`config.mk`:
```
export PLATFORM = sky130hd
export DESIGN_NAME = snake_tick_ctrl
export DESIGN_NICKNAME = d
export VERILOG_FILES = /design/src/rtl/snake_pkg.sv /design/src/rtl/snake_dir_fifo.sv /design/src/rtl/snake_tick_ctrl.sv
export SDC_FILE = /design/constraint.sdc
export NUM_CORES = 1
export LEC_CHECK = 0
export BUFFER_PORTS_ARGS = -buffer_cell sky130_fd_sc_hd__buf_2
export CELL_PAD_IN_SITES_DETAIL_PLACEMENT = 0
export CELL_PAD_IN_SITES_GLOBAL_PLACEMENT = 1
export CORE_AREA = 2 2 70 72
export DETAILED_ROUTE_END_ITERATION = 10
export DIE_AREA = 0 0 72 74
export PLACE_DENSITY_LB_ADDON = 0.2
export SYNTH_ARGS = -nofsm -noshare
export SYNTH_HDL_FRONTEND = slang
export SYNTH_SLANG_ARGS = --single-unit
```
`constraint.sdc`:
```
create_clock -name Clk -period 6.53 [get_ports Clk]
set_input_delay 0.3265 -clock Clk [delete_from_list [all_inputs] [get_ports Clk]]
set_output_delay 0.3265 -clock Clk [all_outputs]
set_load 0.005 [all_outputs]
```
`src/rtl/snake_pkg.sv`:
```
// snake_pkg: shared definitions for the snake pacing logic.
//   TICK_W      width of the game-tick counter and period values
//   LEFT/RIGHT/UP/DOWN  2-bit direction codes
//   is_opposite(a,b)    1 when a and b are a reversing pair (LEFT/RIGHT, UP/DOWN)
package snake_pkg;

    localparam int TICK_W = 24;

    localparam logic [1:0] LEFT  = 2'b00;
    localparam logic [1:0] RIGHT = 2'b01;
    localparam logic [1:0] UP    = 2'b10;
    localparam logic [1:0] DOWN  = 2'b11;

    // Reversing pairs share the axis bit [1] and differ in the sense bit [0].
    function automatic logic is_opposite(input logic [1:0] a, input logic [1:0] b);
        return (a[1] == b[1]) && (a[0] != b[0]);
    endfunction

endpackage

```
`src/rtl/snake_dir_fifo.sv`:
```
// snake_dir_fifo: small DEPTH x 2-bit FIFO of pending snake directions.
// Ports:
//   Clk, Reset  clock, asynchronous active-high reset (pointers only)
//   flush       synchronous clear; wins over push/pop
//   push        write push_data at the tail (caller guarantees room, or a
//               same-cycle pop when full)
//   pop         advance the head (caller guarantees non-empty)
//   head_data   oldest entry (next direction to apply)
//   tail_data   newest entry (reference for accept/reject of new presses)
//   full, empty occupancy flags
// DEPTH must be a power of two, >= 2.
module snake_dir_fifo #(
    parameter int DEPTH = 2
) (
    input  logic       Clk,
    input  logic       Reset,
    input  logic       flush,
    input  logic       push,
    input  logic [1:0] push_data,
    input  logic       pop,
    output logic [1:0] head_data,
    output logic [1:0] tail_data,
    output logic       full,
    output logic       empty
);

    localparam int AW = $clog2(DEPTH);

    // Pointers carry one extra wrap bit to tell full from empty.
    logic [AW:0]   wr_ptr_reg;
    logic [AW:0]   rd_ptr_reg;
    logic [1:0]    mem_reg [DEPTH];
    logic [AW-1:0] tail_idx;

    generate
        for (genvar gi = 0; gi < DEPTH; gi++) begin : g_entry
            always_ff @(posedge Clk) begin
                if (push && !flush && (wr_ptr_reg[AW-1:0] == AW'(gi))) begin
                    mem_reg[gi] <= push_data;
                end
            end
        end
    endgenerate

    always_ff @(posedge Clk or posedge Reset) begin
        if (Reset) begin
            wr_ptr_reg <= '0;
            rd_ptr_reg <= '0;
        end else if (flush) begin
            wr_ptr_reg <= '0;
            rd_ptr_reg <= '0;
        end else begin
            if (push) wr_ptr_reg <= wr_ptr_reg + 1'b1;
            if (pop)  rd_ptr_reg <= rd_ptr_reg + 1'b1;
        end
    end

    assign tail_idx  = wr_ptr_reg[AW-1:0] - AW'(1);
    assign head_data = mem_reg[rd_ptr_reg[AW-1:0]];
    assign tail_data = mem_reg[tail_idx];
    assign empty     = (wr_ptr_reg == rd_ptr_reg);
    assign full      = (wr_ptr_reg[AW] != rd_ptr_reg[AW]) &&
                       (wr_ptr_reg[AW-1:0] == rd_ptr_reg[AW-1:0]);

endmodule

```
`src/rtl/snake_tick_ctrl.sv`:
```
// snake_tick_ctrl: game-pacing controller for the snake core.
// Divides Clk into game ticks, issues one Step pulse per tick together with
// the direction for that step, queues accepted button presses, and handles
// pause.
// Ports:
//   Clk, Reset               clock, asynchronous active-high reset
//   Left/Right/Up/Down       debounced button levels (rising edge = press)
//   Pause                    level; rising edge toggles Paused
//   Run                      high while the core is playing
//   Length[3:0]              snake length (speed-up build only)
//   Step                     one-cycle advance pulse
//   Dir[1:0]                 direction to apply (LEFT=00 RIGHT=01 UP=10 DOWN=11)
//   Paused                   pause state
//   Drop                     one-cycle pulse: accepted press lost, FIFO full
// Build option: define SNAKE_SPEEDUP_EN to shorten the tick period as the
// snake grows: period = max(MIN_DIV, TICK_DIV - Length*SPEED_STEP).
module snake_tick_ctrl
    import snake_pkg::*;
#(
    parameter logic [TICK_W-1:0] TICK_DIV   = 24'd6250000,
    parameter int                DEPTH      = 2,
    parameter logic [TICK_W-1:0] SPEED_STEP = 24'd250000,
    parameter logic [TICK_W-1:0] MIN_DIV    = 24'd1250000
) (
    input  logic       Clk,
    input  logic       Reset,
    input  logic       Left,
    input  logic       Right,
    input  logic       Up,
    input  logic       Down,
    input  logic       Pause,
    input  logic       Run,
    input  logic [3:0] Length,
    output logic       Step,
    output logic [1:0] Dir,
    output logic       Paused,
    output logic       Drop
);

    logic [3:0]        btn_prev_reg;
    logic [3:0]        btn_edge;
    logic              pause_prev_reg;
    logic              pause_edge;
    logic              paused_reg, paused_next;
    logic              step_reg, step_next;
    logic              drop_reg, drop_next;
    logic [1:0]        dir_reg, dir_next;
    logic [TICK_W-1:0] count_reg, count_next;
    logic [TICK_W-1:0] period;
    logic              press_valid;
    logic [1:0]        press_dir;
    logic [1:0]        ref_dir;
    logic              accept;
    logic              count_en;
    logic              terminal;
    logic              fifo_push, fifo_pop, fifo_full, fifo_empty;
    logic [1:0]        fifo_head, fifo_tail;

    // Button vector ordered by priority: Left highest, Down lowest.
    assign btn_edge   = {Left, Right, Up, Down} & ~btn_prev_reg;
    assign pause_edge = Pause & ~pause_prev_reg;

`ifdef SNAKE_SPEEDUP_EN
    logic [TICK_W+3:0] reduce;
    logic [TICK_W-1:0] sat_div;
    logic [TICK_W-1:0] period_calc;
    logic [TICK_W-1:0] period_reg;

    // Extra 4 bits hold the full Length*SPEED_STEP product before saturating.
    always_comb begin
        reduce = (TICK_W+4)'(Length) * (TICK_W+4)'(SPEED_STEP);
        if (reduce >= (TICK_W+4)'(TICK_DIV)) begin
            sat_div = '0;
        end else begin
            sat_div = TICK_DIV - reduce[TICK_W-1:0];
        end
        period_calc = (sat_div < MIN_DIV) ? MIN_DIV : sat_div;
    end

    // Period is only re-sampled when the counter restarts, so a growing
    // snake never cuts short the tick already in progress.
    always_ff @(posedge Clk or posedge Reset) begin
        if (Reset) begin
            period_reg <= TICK_DIV;
        end else if (!Run || terminal) begin
            period_reg <= period_calc;
        end
    end

    assign period = period_reg;
`else
    logic unused_cfg;

    assign period     = TICK_DIV;
    assign unused_cfg = ^{Length, SPEED_STEP, MIN_DIV};
`endif

    always_comb begin
        press_valid = Run && !paused_reg && (btn_edge != 4'b0000);
        if (btn_edge[3])      press_dir = LEFT;
        else if (btn_edge[2]) press_dir = RIGHT;
        else if (btn_edge[1]) press_dir = UP;
        else                  press_dir = DOWN;

        // New presses are judged against the last queued turn, not the
        // current heading, so two quick turns compose correctly.
        ref_dir = fifo_empty ? dir_reg : fifo_tail;
        accept  = press_valid && (press_dir != ref_dir) &&
                  !is_opposite(press_dir, ref_dir);

        // A pause edge freezes the counter in the same cycle, which is what
        // lets a pause on the terminal count suppress the Step.
        count_en  = Run && !paused_reg && !pause_edge;
        terminal  = count_en && (count_reg == period - TICK_W'(1));
        fifo_pop  = terminal && !fifo_empty;
        fifo_push = accept && (!fifo_full || fifo_pop);

        paused_next = paused_reg;
        step_next   = 1'b0;
        drop_next   = 1'b0;
        dir_next    = dir_reg;
        count_next  = count_reg;

        if (!Run) begin
            paused_next = 1'b0;
            dir_next    = RIGHT;
            count_next  = '0;
        end else begin
            paused_next = paused_reg ^ pause_edge;
            step_next   = terminal;
            drop_next   = accept && fifo_full && !fifo_pop;
            if (terminal) begin
                count_next = '0;
            end else if (count_en) begin
                count_next = count_reg + TICK_W'(1);
            end
            if (fifo_pop) begin
                dir_next = fifo_head;
            end
        end
    end

    always_ff @(posedge Clk or posedge Reset) begin
        if (Reset) begin
            btn_prev_reg   <= '0;
            pause_prev_reg <= 1'b0;
            paused_reg     <= 1'b0;
            step_reg       <= 1'b0;
            drop_reg       <= 1'b0;
            dir_reg        <= RIGHT;
            count_reg      <= '0;
        end else begin
            btn_prev_reg   <= {Left, Right, Up, Down};
            pause_prev_reg <= Pause;
            paused_reg     <= paused_next;
            step_reg       <= step_next;
            drop_reg       <= drop_next;
            dir_reg        <= dir_next;
            count_reg      <= count_next;
        end
    end

    snake_dir_fifo #(
        .DEPTH(DEPTH)
    ) u_fifo (
        .Clk      (Clk),
        .Reset    (Reset),
        .flush    (!Run),
        .push     (fifo_push),
        .push_data(press_dir),
        .pop      (fifo_pop),
        .head_data(fifo_head),
        .tail_data(fifo_tail),
        .full     (fifo_full),
        .empty    (fifo_empty)
    );

    assign Step   = step_reg;
    assign Dir    = dir_reg;
    assign Paused = paused_reg;
    assign Drop   = drop_reg;

endmodule

```
==> results.md <==
Run status:
- The run finished with clean final reports.

Place:
- The number of input and output port buffers inserted is 12.
- The number of placed instances, taps included is 283.
- The wire-length estimate of the detail-placed layout is 3.16 mm.
- The congestion estimate from routability-driven global placement came to 0.762.

Yosys:
- The share of synthesized registers carrying an async set or reset is 0.905.
- The sequential share of the synthesized area is 0.486.
- The synthesized area divided by synthesized cell count is ~9.8 sq um.
- The synthesized design contains 42 register bits.
- Counting flops with a built-in enable in the synthesized netlist gives 4.
- The Yosys step of the flow raised 0 warnings.
- Of the total synthesized cell area, the portion taken by full adders, half adders and majority gates is 0.00567.
- The post-synthesis compound-gate area fraction is 0.138.
- The fraction of synthesized cell area in xor and xnor cells is 0.0437.
- Synthesis handed over a netlist of between 200 and 250 instances.
- The simple logic cell fraction of the synthesized area is 0.261.
- After synthesis, the share of cell area in mux cells is 0.0233.
- The number of nets produced by synthesis is roughly 240.
- Yosys mapped the design onto between 50 and 60 distinct sky130hd cell types.
- The dominant combinational cell family by area after synthesis is simple AND/OR/NAND/NOR gates.
- For this run, the leading register cell type out of synthesis is sky130_fd_sc_hd__dfrtp_1.
- The cell area after synthesis is about 2200 sq um.

Layout:
- The filler cell count in the final layout is 460.
- The number of flip-flops in the largest register is 24.
- The ratio of cells with drive above 1 in the final layout is 0.143.
- The commonest non-fill, non-tap cell in the layout is sky130_fd_sc_hd__dfrtp_1.
- Measured on the finished design, the core utilization comes to 0.516.
- The final layout contains around 250 nets.
- The count of cells in the finished layout, fillers not included, comes to 291.
- In the layout the commonest cells are sky130_fd_sc_hd__dfrtp_1 (37), sky130_fd_sc_hd__o21ai_0 (17), sky130_fd_sc_hd__nor2_1 (17).
- The area added between synthesis and finish is 7.66%.
- The final antenna diode count is 0.

Floorplanning:
- The y dimension of the die is roughly 74 um.
- During I/O placement, the number of pins put on the boundary was 17.
- The cell row count is 25.
- The initial utilization of the core area, before any placement, comes to 0.480.
- The horizontal die dimension is slightly above 70 um.
- The die covers about 5300 sq um.
- After floorplanning, the core was sized to cover between 4000 and 5000 sq um.

Routing:
- The first detailed-routing pass ran for 4 iterations.
- In this run the remaining antenna-violating nets after routing total 0.
- The total wirelength of the detailed-routed design is around 4.5 mm.
- The number of violations reported at the end of detailed-routing iteration 0 is 46.
- After detailed routing, the average wire length per cell comes to approximately 16 um.
- The final route contains 1685 vias.
- The post-route DRC violation count is 0.
- The number of vias per cell after detailed routing is 5.79.

Pwr:
- The portion of total power attributed to combinational logic is 0.106.
- The share of total power consumed by net switching is 0.266.
- The share of total power dissipated in sequential elements is 0.566.
- The share of total power dissipated in the clock network is 0.327.
- The total internal power is ~0.00036 W.
- Summed over all nets, the switching power comes to approximately 0.00013 W.
- The total power consumption of the routed design is approximately 0.0005 W.
- In this run the power density over the cells is 209 nW/um^2.
- The peak supply drop is ~0.096 mV.
- The leakage power of the design is approximately 1.0 nW.

Setup path:
- Along the worst path, the maximum fanout reaches 12.
- The data required time at the worst endpoint is ~6.7 ns.
- Data on the critical path arrives at its endpoint at ~2.7 ns.
- STA classifies the critical path startpoint as a flip-flop.
- The critical path is of the reg2reg type.
- The category of the worst setup path capture point is a flip-flop.

CTS:
- The number of clock sinks is 42.
- Post-CTS repair changed the size of 0 cells.
- The number of hold buffers added after CTS was 0.
- Clock tree synthesis inserted a total of 5 buffers.
- Clock latency on the worst-skew pair, taken at its later pin, is about 0.30 ns.
- The cell at the root of the clock tree is sky130_fd_sc_hd__clkbuf_8.
- After clock tree synthesis, the clock-pin slew on the worst setup and hold paths is approximately 0.08 ns.
- The TritonCTS clock tree is built.
- In this run the post-CTS setup repair buffer count came out at 0.
- The longest clock path from root to sink contains 2 buffers.
- The H-tree generated during clock tree synthesis spans 2 levels.

STA:
- The worst relative slew slack is 0.325.
- The final cycle utilization of the critical path is 0.383.
- The total setup violations reported at the end of the flow is 0.
- The number of slew-limit violations in the final report is 0.
- The worst hold slack after final layout is between 0.1 and 0.15 ns.
- The worst path needs around 2.5 ns of the cycle, external delays included.
- The setup TNS is 0 ns.
- Setup repair after global routing left no endpoint under its margin.
- Timing would allow up to 0.399 GHz.
- For the final database, setup skew stands at between 0.007 and 0.008 ns.
- The number of hold-slack violations in the final timing report was 0.
- The measured slew at the worst slew-check pin is 1.01 ns.

Global route:
- The aggregate global-route resource usage is 0.196.
- The via count of the first global-routing pass is 1668.
- The initial antenna violation count is 0.
- The pin count of the biggest net entering global routing is 39.
- Global routing finished with a remaining overflow of 0.
- The first global-routing pass estimated 7.94 mm of wire.

Job:
- Max-cap violations in this run came to 0.

Hold path:
- The tightest min-delay check is of the in2async type.
cell type report:
cell class,instances,area (sq um),area share
clock buffer,5,68.8,0.0290
clock inverter,3,16.3,0.00685
inverter,11,41.3,0.0174
multi-input combinational,163,1040,0.438
sequential,42,1070,0.452
tap,54,67.6,0.0285
timing repair buffer,13,67.6,0.0285
path summary, 6_finish.rpt:
path	from	endpoint	slack, ns	depth (start not counted)
max in group asynchronous	Reset	Dir[0]$_DFFE_PP1P_	6.04	3
worst min register to register	u_fifo.wr_ptr_reg[1]$_DFFE_PP0P_	u_fifo.wr_ptr_reg[1]$_DFFE_PP0P_	0.54	1
worst max-delay path	count_reg[7]$_DFFE_PP0P_	count_reg[21]$_DFFE_PP0P_	4.03	5
min in group Clk	Right	btn_prev_reg[2]$_DFF_PP0_	0.14	1
worst min-delay path	Reset	btn_prev_reg[2]$_DFF_PP0_	0.14	3
worst max register to register	count_reg[7]$_DFFE_PP0P_	count_reg[21]$_DFFE_PP0P_	4.03	5
kinds of logic after synthesis:
group	after synthesis
and+or+nand+nor	99
AOI/OAI and AO/OA	47
DFF	42
buffers and inverters	20
xor gates and xnor gates	11
muxes	5
adders and majority gates	1
worst max-delay path: stages, from the launching register on:
cell and delay, ns:
sky130_fd_sc_hd__dfrtp_1 0.46, sky130_fd_sc_hd__or4b_4 0.53, sky130_fd_sc_hd__nor4_4 0.48, sky130_fd_sc_hd__a21oi_1 0.42, sky130_fd_sc_hd__and2_1 0.26, sky130_fd_sc_hd__mux2_2 0.25
synthesized netlist by cell type, types with 2 or more instances:
master	instances	area (sq um)
sky130_fd_sc_hd__nor2b_1	5	31.3
sky130_fd_sc_hd__nand4_1	3	18.8
sky130_fd_sc_hd__nand3_1	11	55.1
sky130_fd_sc_hd__mux2i_1	4	40.0
sky130_fd_sc_hd__buf_2	2	10.0
sky130_fd_sc_hd__nor2_1	17	63.8
sky130_fd_sc_hd__dfrtp_1	37	926
sky130_fd_sc_hd__nor3_1	8	40.0
sky130_fd_sc_hd__edfxtp_1	4	120
sky130_fd_sc_hd__and3_2	3	22.5
sky130_fd_sc_hd__and3_1	2	12.5
sky130_fd_sc_hd__nor3b_1	4	30.0
sky130_fd_sc_hd__xnor2_1	8	70.1
sky130_fd_sc_hd__or4b_4	2	27.5
sky130_fd_sc_hd__nor4_1	5	31.3
sky130_fd_sc_hd__nand2_1	16	60.1
sky130_fd_sc_hd__o211ai_1	4	30.0
sky130_fd_sc_hd__nand2b_1	3	18.8
sky130_fd_sc_hd__or4_1	3	22.5
sky130_fd_sc_hd__clkbuf_1	5	18.8
sky130_fd_sc_hd__inv_1	11	41.3
sky130_fd_sc_hd__o21ai_0	17	85.1
sky130_fd_sc_hd__xor2_1	3	26.3
sky130_fd_sc_hd__a21o_1	3	22.5
sky130_fd_sc_hd__a211oi_1	3	22.5
sky130_fd_sc_hd__or3_1	8	50.1
sky130_fd_sc_hd__buf_6	2	22.5
sky130_fd_sc_hd__a21oi_1	9	45.0
power by group through the flow:
| stage | registers, W | clock network [W] | logic, W |
|---|---|---|---|
| 6_report | 0.000281 | 0.000163 | 0.0000528 |
| 5_1_grt | 0.000283 | 0.000179 | 0.0000613 |
| 4_1_cts | 0.000281 | 0.000170 | 0.0000542 |
| 3_5_place_dp | 0.000287 | 0 | 0.0000540 |
| 3_3_place_gp | 0.000286 | 0 | 0.0000534 |
| 2_1_floorplan | 0.000282 | 0 | 0.0000442 |
stage by stage:
step	area, sq um	setup WS (ns)
6_report	2370	4.03
5_1_grt	2370	3.84
4_1_cts	2370	4.02
3_5_place_dp	2290	4.04
3_3_place_gp	2290	4.02
2_1_floorplan	2210	4.38
routing by layer:
layer / track usage / routed length, um / vias up
met4: 0.0692 / 64 / 0
met5: 0 / 0 / -
met2: 0.342 / 2240 / 15
li1: - / - / 835
met1: 0.244 / 2070 / 828
met3: 0.0407 / 146 / 7
No activity file was read; power rests on OpenSTA's default activity.
